`src/rtl/stage_ex_md.sv`:
```
`default_nettype none
// +--------------------------------------------------------------------------+
// | Module      : stage_ex_md                                                |
// | Description : Execute stage with single-cycle ALU and an iterative       |
// |               radix-2 multiply/divide unit (IDLE/BUSY/DONE FSM).         |
// |               Results land in a registered EX->MA output stage.          |
// | Ports       : clk, rst_i (async, active-high)                            |
// |               squash_i   - kill instruction in this stage                |
// |               stall_i    - downstream stall, holds output register       |
// |               in_valid_i, in_op1_i, in_op2_i, in_alu_fun_i, in_md_i,     |
// |               in_md_fun_i, in_tag_i - incoming instruction               |
// |               ex_stall_o - upstream must hold in_* while high            |
// |               out_valid_o, out_result_o, out_tag_o - registered result   |
// | Option      : STAGE_EX_MUL_1CYC_EN - combinational multiplier; MUL*      |
// |               ops then complete with ALU timing. Divides stay iterative. |
// | Revision    : 1.0 - initial release                                      |
// +--------------------------------------------------------------------------+
module stage_ex_md #(
  parameter int XLEN  = 32,
  parameter int TAG_W = 16
) (
  input  logic             clk,
  input  logic             rst_i,
  input  logic             squash_i,
  input  logic             stall_i,
  input  logic             in_valid_i,
  input  logic [XLEN-1:0]  in_op1_i,
  input  logic [XLEN-1:0]  in_op2_i,
  input  logic [3:0]       in_alu_fun_i,
  input  logic             in_md_i,
  input  logic [2:0]       in_md_fun_i,
  input  logic [TAG_W-1:0] in_tag_i,
  output logic             ex_stall_o,
  output logic             out_valid_o,
  output logic [XLEN-1:0]  out_result_o,
  output logic [TAG_W-1:0] out_tag_o
);

  localparam int SH_W  = $clog2(XLEN);
  localparam int CNT_W = $clog2(XLEN);

  typedef enum logic [1:0] {
    ST_IDLE = 2'd0,
    ST_BUSY = 2'd1,
    ST_DONE = 2'd2
  } md_state_e;

  md_state_e        state_q, state_d;
  logic [CNT_W-1:0] cnt_q, cnt_d;
  logic [XLEN-1:0]  hi_q, hi_d;     // product high half / partial remainder
  logic [XLEN-1:0]  lo_q, lo_d;     // multiplier->product low / dividend->quotient
  logic [XLEN-1:0]  opb_q, opb_d;   // multiplicand or divisor magnitude
  logic [2:0]       fun_q, fun_d;
  logic             neg_q, neg_d;   // negate the selected result in DONE
  logic [TAG_W-1:0] tag_q, tag_d;
  logic             out_valid_q, out_valid_d;
  logic [XLEN-1:0]  out_result_q, out_result_d;
  logic [TAG_W-1:0] out_tag_q, out_tag_d;

  // ---------------------------------------------------------------- ALU
  logic [SH_W-1:0] shamt;
  logic [XLEN-1:0] alu_res;

  always_comb begin
    shamt   = in_op2_i[SH_W-1:0];
    alu_res = '0;
    case (in_alu_fun_i)
      4'b0000: alu_res = in_op1_i + in_op2_i;
      4'b1000: alu_res = in_op1_i - in_op2_i;
      4'b0001: alu_res = in_op1_i << shamt;
      4'b0010: alu_res = {{(XLEN-1){1'b0}}, $signed(in_op1_i) < $signed(in_op2_i)};
      4'b0011: alu_res = {{(XLEN-1){1'b0}}, in_op1_i < in_op2_i};
      4'b0100: alu_res = in_op1_i ^ in_op2_i;
      4'b0101: alu_res = in_op1_i >> shamt;
      4'b1101: alu_res = $unsigned($signed(in_op1_i) >>> shamt);
      4'b0110: alu_res = in_op1_i | in_op2_i;
      4'b0111: alu_res = in_op1_i & in_op2_i;
      4'b1001: alu_res = in_op1_i;
      default: alu_res = '0;
    endcase
  end

  // ---------------------------------------------------------- MD decode
  logic            op1_signed, op2_signed;
  logic            s1, s2;
  logic [XLEN-1:0] mag1, mag2;
  logic            is_div_in, is_rem_in, div_zero;

  always_comb begin
    op1_signed = 1'b0;
    op2_signed = 1'b0;
    case (in_md_fun_i)
      3'd0, 3'd1, 3'd4, 3'd6: begin op1_signed = 1'b1; op2_signed = 1'b1; end
      3'd2:                   op1_signed = 1'b1;
      default:                ;
    endcase
    s1        = in_op1_i[XLEN-1] & op1_signed;
    s2        = in_op2_i[XLEN-1] & op2_signed;
    mag1      = s1 ? -in_op1_i : in_op1_i;
    mag2      = s2 ? -in_op2_i : in_op2_i;
    is_div_in = in_md_fun_i[2];
    is_rem_in = in_md_fun_i[2] & in_md_fun_i[1];
    div_zero  = (in_op2_i == '0);
  end

  // Result of anything that completes in one cycle (ALU, optionally MUL*).
  logic [XLEN-1:0] fast_res;
  logic            md_iter;   // this op goes through the iterative unit

`ifdef STAGE_EX_MUL_1CYC_EN
  logic [2*XLEN-1:0] fm_a, fm_b, fm_p;

  always_comb begin
    fm_a = {{XLEN{s1}}, in_op1_i};
    fm_b = {{XLEN{s2}}, in_op2_i};
    fm_p = fm_a * fm_b;   // low 2*XLEN bits of the extended product are exact
    if (in_md_i) begin
      fast_res = (in_md_fun_i[1:0] == 2'd0) ? fm_p[XLEN-1:0] : fm_p[2*XLEN-1:XLEN];
    end else begin
      fast_res = alu_res;
    end
  end

  assign md_iter = in_md_i & in_md_fun_i[2];
`else
  assign fast_res = alu_res;
  assign md_iter  = in_md_i;
`endif

  logic md_start;
  assign md_start   = in_valid_i & md_iter & ~squash_i;
  assign ex_stall_o = ~rst_i & ((state_q == ST_BUSY) | ((state_q == ST_IDLE) & md_start));

  // ------------------------------------------------------ iteration step
  logic [XLEN:0]   mul_sum;
  logic [XLEN:0]   div_shift;
  logic            div_ge;
  logic [XLEN-1:0] div_sub;

  always_comb begin
    mul_sum   = {1'b0, hi_q} + (lo_q[0] ? {1'b0, opb_q} : '0);
    div_shift = {hi_q, lo_q[XLEN-1]};
    div_ge    = (div_shift >= {1'b0, opb_q});
    // When div_ge holds the true difference is below 2^XLEN, so the
    // truncated subtraction is exact.
    div_sub   = div_shift[XLEN-1:0] - opb_q;
  end

  // --------------------------------------------------- result selection
  logic [2*XLEN-1:0] prod_s;
  logic [XLEN-1:0]   div_raw, md_res;

  always_comb begin
    prod_s  = neg_q ? -{hi_q, lo_q} : {hi_q, lo_q};
    div_raw = fun_q[1] ? hi_q : lo_q;
    if (fun_q[2]) begin
      md_res = neg_q ? -div_raw : div_raw;
    end else if (fun_q[1:0] == 2'd0) begin
      md_res = prod_s[XLEN-1:0];
    end else begin
      md_res = prod_s[2*XLEN-1:XLEN];
    end
  end

  // ------------------------------------------------- next-state logic
  always_comb begin
    state_d      = state_q;
    cnt_d        = cnt_q;
    hi_d         = hi_q;
    lo_d         = lo_q;
    opb_d        = opb_q;
    fun_d        = fun_q;
    neg_d        = neg_q;
    tag_d        = tag_q;
    out_valid_d  = out_valid_q;
    out_result_d = out_result_q;
    out_tag_d    = out_tag_q;

    case (state_q)
      ST_IDLE: begin
        if (md_start) begin
          state_d = ST_BUSY;
          cnt_d   = '0;
          hi_d    = '0;
          lo_d    = is_div_in ? mag1 : mag2;
          opb_d   = is_div_in ? mag2 : mag1;
          fun_d   = in_md_fun_i;
          tag_d   = in_tag_i;
          // Divide-by-zero quotient stays all-ones; remainder follows the
          // dividend sign so it reproduces the dividend exactly.
          if (is_rem_in) begin
            neg_d = s1;
          end else begin
            neg_d = (s1 ^ s2) & ~(is_div_in & div_zero);
          end
        end
        if (!stall_i) begin
          out_valid_d  = in_valid_i & ~squash_i & ~md_iter;
          out_result_d = fast_res;
          out_tag_d    = in_tag_i;
        end
      end

      ST_BUSY: begin
        if (squash_i) begin
          state_d = ST_IDLE;
        end else begin
          cnt_d = cnt_q + CNT_W'(1);
          if (fun_q[2]) begin
            hi_d = div_ge ? div_sub : div_shift[XLEN-1:0];
            lo_d = {lo_q[XLEN-2:0], div_ge};
          end else begin
            hi_d = mul_sum[XLEN:1];
            lo_d = {mul_sum[0], lo_q[XLEN-1:1]};
          end
          if (cnt_q == CNT_W'(XLEN-1)) begin
            state_d = ST_DONE;
          end
        end
        if (!stall_i) begin
          out_valid_d = 1'b0;
        end
      end

      ST_DONE: begin
        if (squash_i) begin
          state_d = ST_IDLE;
          if (!stall_i) begin
            out_valid_d = 1'b0;
          end
        end else if (!stall_i) begin
          state_d      = ST_IDLE;
          out_valid_d  = 1'b1;
          out_result_d = md_res;
          out_tag_d    = tag_q;
        end
      end

      default: state_d = ST_IDLE;
    endcase
  end

  always_ff @(posedge clk or posedge rst_i) begin
    if (rst_i) begin
      state_q      <= ST_IDLE;
      cnt_q        <= '0;
      hi_q         <= '0;
      lo_q         <= '0;
      opb_q        <= '0;
      fun_q        <= '0;
      neg_q        <= 1'b0;
      tag_q        <= '0;
      out_valid_q  <= 1'b0;
      out_result_q <= '0;
      out_tag_q    <= '0;
    end else begin
      state_q      <= state_d;
      cnt_q        <= cnt_d;
      hi_q         <= hi_d;
      lo_q         <= lo_d;
      opb_q        <= opb_d;
      fun_q        <= fun_d;
      neg_q        <= neg_d;
      tag_q        <= tag_d;
      out_valid_q  <= out_valid_d;
      out_result_q <= out_result_d;
      out_tag_q    <= out_tag_d;
    end
  end

  assign out_valid_o  = out_valid_q;
  assign out_result_o = out_result_q;
  assign out_tag_o    = out_tag_q;

endmodule
`default_nettype wire

```
`config.mk`:
```
export PLATFORM = sky130hd
export DESIGN_NAME = stage_ex_md
export DESIGN_NICKNAME = d
export VERILOG_FILES = /design/src/rtl/stage_ex_md.sv
export SDC_FILE = /design/constraint.sdc
export NUM_CORES = 2
export LEC_CHECK = 0
export ABC_AREA = 0
export BUFFER_PORTS_ARGS = -buffer_cell sky130_fd_sc_hd__buf_2
export CORE_AREA = 2 2 198 239
export DETAILED_ROUTE_END_ITERATION = 12
export DIE_AREA = 0 0 200 241
export HOLD_SLACK_MARGIN = 0.06
export PLACE_DENSITY = 0.81
export RECOVER_POWER = 25
export SYNTH_ARGS = -nofsm -noshare
export SYNTH_HDL_FRONTEND = slang
export SYNTH_SLANG_ARGS = --single-unit
```
`constraint.sdc`:
```
create_clock -name clk -period 11.4 [get_ports clk]
set_input_delay 2.28 -clock clk [delete_from_list [all_inputs] [get_ports clk]]
set_output_delay 2.28 -clock clk [all_outputs]
set_load 0.01 [all_outputs]
```
==> impl_metrics.env <==
export IMPL_max_vdd_ir_drop_uv=137
export IMPL_synthesis_nets=3715
export IMPL_grt_overflow=0
export IMPL_cts_max_path_buffers=2
export IMPL_timing_reg2reg_worst_path_depth=10
export IMPL_worstSkewPairLatency_ns=0.49
export IMPL_cp_top_family="buffers and inverters"
export IMPL_synth_sequential_area_ratio=0.169
export IMPL_design_core_area_mm2=0.0457
export IMPL_max_transition_viols_final=250
export IMPL_nFillCells=4363
export IMPL_hpwlAfterDp_um=81100
export IMPL_io_pins=143
export IMPL_grt_setup_unrepaired="no"
export IMPL_violations="capacitance limit, slew limit"
export IMPL_cp_num_cells=3
export IMPL_route_final_wire_length_um=106000
export IMPL_report_final_setup_viol=0
export IMPL_run_status="finished, violations left"
export IMPL_routed_via_density=6.95
export IMPL_min_path_type="register to register"
export IMPL_slowest_stage="sky130_fd_sc_hd__clkbuf_1"
export IMPL_ffs_w_async_s_r_synth=1.00
export IMPL_startpoint="rst_i"
export IMPL_clock_sinks=172
export IMPL_largest_net_degree_at_the_start_of_global_routing=87
export IMPL_slowest_delay_ns=2.79
export IMPL_final_common_cell="sky130_fd_sc_hd__nor2_1"
export IMPL_synth_warning_count=0
export IMPL_timing_rr_start="state_q[0]$_DFFE_PP0P_"
export IMPL_design_die_area_mm2=0.0482
export IMPL_gp_congestion=1.07
export IMPL_timing_worst_setup_path_type="primary input to asynchronous set/reset pin"
export IMPL_worstSetupEndpointType="asynchronous set/reset pin"
export IMPL_critical_path_cell_chain="clkbuf_1 > clkinvlp_2 > clkbuf_1"
export IMPL_setup_worst_path_end="fun_q[2]$_DFFE_PP0P_"
export IMPL_period_needed_ns=7.08
export IMPL_cts_root_buffer_cell="sky130_fd_sc_hd__clkbuf_16"
export IMPL_final_critical_path_setup_slack_ns=4.32
export IMPL_tritoncts="done"
export IMPL_fin_area_mm2=0.0268
export IMPL_ys_dominant_reg_cell="sky130_fd_sc_hd__dfrtp_1"
export IMPL_yosys_cell_types_count=80
export IMPL_timing_fmax_mhz=141
export IMPL_finalSetupTns_ns=0
export IMPL_detailedRoute_firstIterationViolations=3809
export IMPL_clock_tree_htree_level_count=4
export IMPL_clock_skew_ns=0.0259
export IMPL_cts_hold_buffers=0
export IMPL_numCtsBuffers=17
export IMPL_port_buffers=142
export IMPL_cp_arrival_ns=6.23
export IMPL_num_rows=86
export IMPL_total_leakage_power_nw=11.2
export IMPL_report_final_hold_viol_count=0
export IMPL_layout_common_cells="sky130_fd_sc_hd__nor2_1 (348), sky130_fd_sc_hd__a21oi_1 (331), sky130_fd_sc_hd__nand2_1 (326)"
export IMPL_worst_slew_margin_rel=-1.57
export IMPL_grt_antenna_before_repair=2
export IMPL_syn_inst=3440
export IMPL_layout_drive_gt1_share=0.116
export IMPL_die_w_um=200
export IMPL_critical_path_required_ns=10.56
export IMPL_post_cts_setup_buffer_count=0
export IMPL_num_nets_final=3638
export IMPL_critical_path_n_buffers_inverters=3
export IMPL_die_h_um=241
export IMPL_diodes=0
export IMPL_drv_max_cap_violation_count=4
export IMPL_vias=27700
export IMPL_detailed_routing_iterations_pass_1=9
export IMPL_post_place_setup_slack_ns=4.31
export IMPL_crit_path_max_fanout=68
export IMPL_count_of_flip_flops_with_a_built_in_enable_after_synthesis=0
export IMPL_clk_pin_slew_worst_setup_hold_paths_ns=0.08
export IMPL_mappedNetlistArea_mm2=0.0254
export IMPL_regToRegEndpoint="out_result_o[25]$_DFFE_PP0P_"
export IMPL_worstMarginPinSlew_ns=3.85
export IMPL_detailed_place_area_mm2=0.0263
export IMPL_initial_utilization=0.556
export IMPL_ys_seq_elements=172
export IMPL_route_detailed_drc=0
export IMPL_area_growth_synth_to_final_pct=5.45
export IMPL_crit_path_most_repeated_cell="sky130_fd_sc_hd__clkbuf_1"
export IMPL_finalCritPeriodShare=0.621
export IMPL_start_kind="primary input"
export IMPL_cts_resized=0
export IMPL_global_route_wire_length_before_repair_um=157000
export IMPL_grt_usage=0.435
export IMPL_detail_route_antenna_nets=0
export IMPL_via_count_of_the_first_global_routing_pass=25600
export IMPL_syn_mean_instance_area_um2=7.40
export IMPL_power_per_cell_area_mw_per_mm2=225
export IMPL_wl_per_cell_um=26.6
export IMPL_ff2ff_setup_slack_ns=6.09
-- kinds of logic after synthesis --
family | Yosys count | synth area share
buffers and inverters | 440 | 0.0656
AOI/OAI and AO/OA | 1174 | 0.293
and+or+nand+nor | 1023 | 0.182
DFF | 172 | 0.169
adders and majority gates | 182 | 0.0907
xor gates and xnor gates | 209 | 0.0719
muxes | 240 | 0.127
-- per-layer routing --
layer	vias up	global-route usage	part of all wire	wire, µm
li1	12500	-	-	-
met1	13000	0.539	0.37	39700
met2	1803	0.683	0.44	46800
met3	410	0.0833	0.10	10900
met4	2	0.302	0.081	8590
met5	-	0	0.00012	13
-- layout make-up --
class / instances / area, µm² / share of cell area
Clock buffer: 17 / 425 / 0.0159
Sequential cell: 172 / 4310 / 0.161
Timing Repair Buffer: 185 / 1020 / 0.0381
Clock inverter: 15 / 170 / 0.00634
Multi-Input combinational cell: 2828 / 19500 / 0.728
Tap cell: 616 / 771 / 0.0287
Inverter: 159 / 598 / 0.0223
-- power breakdown --
part	leakage, nW	switching (W)	total [W]	internal [W]
combinational	8.78	0.00245	0.00411	0.00166
sequential	2.13	0.000433	0.00132	0.000886
clock	0.287	0.000306	0.000620	0.000313
total	11.2	0.00319	0.00605	0.00286
-- stage by stage --
stage / utilization / power (W) / hold slack [ns] / cells
2_1_floorplan: - / 0.00425 / 0.439 / 3440
3_3_place_gp: 0.574 / 0.00525 / 0.448 / 3960
3_5_place_dp: 0.574 / 0.00530 / 0.457 / 3960
4_1_cts: 0.587 / 0.00594 / 0.474 / 3992
5_1_grt: 0.587 / 0.00649 / 0.503 / 3992
6_report: 0.587 / 0.00605 / 0.471 / 3992
-- cells in the mapped netlist, types with 9 or more instances --
cell                        instances  area share
sky130_fd_sc_hd__o41ai_1           19      0.0065
sky130_fd_sc_hd__a21o_1            47       0.014
sky130_fd_sc_hd__xnor2_1          141       0.049
sky130_fd_sc_hd__or3_1             33      0.0081
sky130_fd_sc_hd__and3_1            18      0.0044
sky130_fd_sc_hd__or4_1             15      0.0044
sky130_fd_sc_hd__o21a_1            16      0.0047
sky130_fd_sc_hd__buf_1             38      0.0056
sky130_fd_sc_hd__o21ai_0          303       0.060
sky130_fd_sc_hd__nor4_1            24      0.0059
sky130_fd_sc_hd__a22oi_1           39       0.012
sky130_fd_sc_hd__nand3_1           53       0.010
sky130_fd_sc_hd__nor2b_1           23      0.0057
sky130_fd_sc_hd__a221o_1           10      0.0039
sky130_fd_sc_hd__mux4_2            60       0.053
sky130_fd_sc_hd__nand2_1          326       0.048
sky130_fd_sc_hd__o2111ai_1         10      0.0034
sky130_fd_sc_hd__a222oi_1          19      0.0075
sky130_fd_sc_hd__nor2_1           351       0.052
sky130_fd_sc_hd__clkbuf_1         235       0.035
sky130_fd_sc_hd__o31ai_1           46       0.014
sky130_fd_sc_hd__nand2b_1          28      0.0069
sky130_fd_sc_hd__mux2_2            65       0.029
sky130_fd_sc_hd__a22o_1            10      0.0034
sky130_fd_sc_hd__mux2i_1          115       0.045
sky130_fd_sc_hd__a21oi_1          332       0.065
sky130_fd_sc_hd__a211oi_1          63       0.019
sky130_fd_sc_hd__nor3_1            67       0.013
sky130_fd_sc_hd__ha_1             178       0.088
sky130_fd_sc_hd__o211ai_1          29      0.0086
sky130_fd_sc_hd__inv_1            153       0.023
sky130_fd_sc_hd__xor2_1            68       0.023
sky130_fd_sc_hd__dfrtp_1          172        0.17
sky130_fd_sc_hd__o22ai_1           29      0.0071
sky130_fd_sc_hd__or2_2             17      0.0042
sky130_fd_sc_hd__nor3b_1            9      0.0027
sky130_fd_sc_hd__a41oi_1           10      0.0034
sky130_fd_sc_hd__and2_1            17      0.0042
sky130_fd_sc_hd__o221ai_1          16      0.0055
sky130_fd_sc_hd__a31oi_1           36      0.0089
sky130_fd_sc_hd__nand4_1           21      0.0052
sky130_fd_sc_hd__o21bai_1          27      0.0080
sky130_fd_sc_hd__a221oi_1          29       0.010
-- registers in the layout, summed over array words and instances (netlist names) --
signal	flops
opb_q	32
cnt_q	5
out_result_o	32
tag_q	16
fun_q	3
state_q	2
lo_q	32
out_tag_o	16
hi_q	32
out_valid_o	1
neg_q	1
-- worst reg2reg max path, delay by kind of cell (launching register included) --
family | cells | cell delay (ns)
AOI/OAI and AO/OA | 4 | 0.77
adders and majority gates | 1 | 0.89
buffers and inverters | 3 | 2.93
DFF | 1 | 0.43
and+or+nand+nor | 2 | 0.17
-- worst min-delay path by stage --
stage	startpoint	to	slack [ns]	cells past startpoint
floorplan	opb_q[21]$_DFFE_PP0P_	opb_q[21]$_DFFE_PP0P_	0.44	2
detailed placement	opb_q[21]$_DFFE_PP0P_	opb_q[21]$_DFFE_PP0P_	0.46	2
CTS	opb_q[21]$_DFFE_PP0P_	opb_q[21]$_DFFE_PP0P_	0.47	2
finish	opb_q[24]$_DFFE_PP0P_	opb_q[24]$_DFFE_PP0P_	0.47	2
global placement	opb_q[21]$_DFFE_PP0P_	opb_q[21]$_DFFE_PP0P_	0.45	2
global route	opb_q[10]$_DFFE_PP0P_	opb_q[10]$_DFFE_PP0P_	0.50	2
No activity file was read; power rests on OpenSTA's default activity.
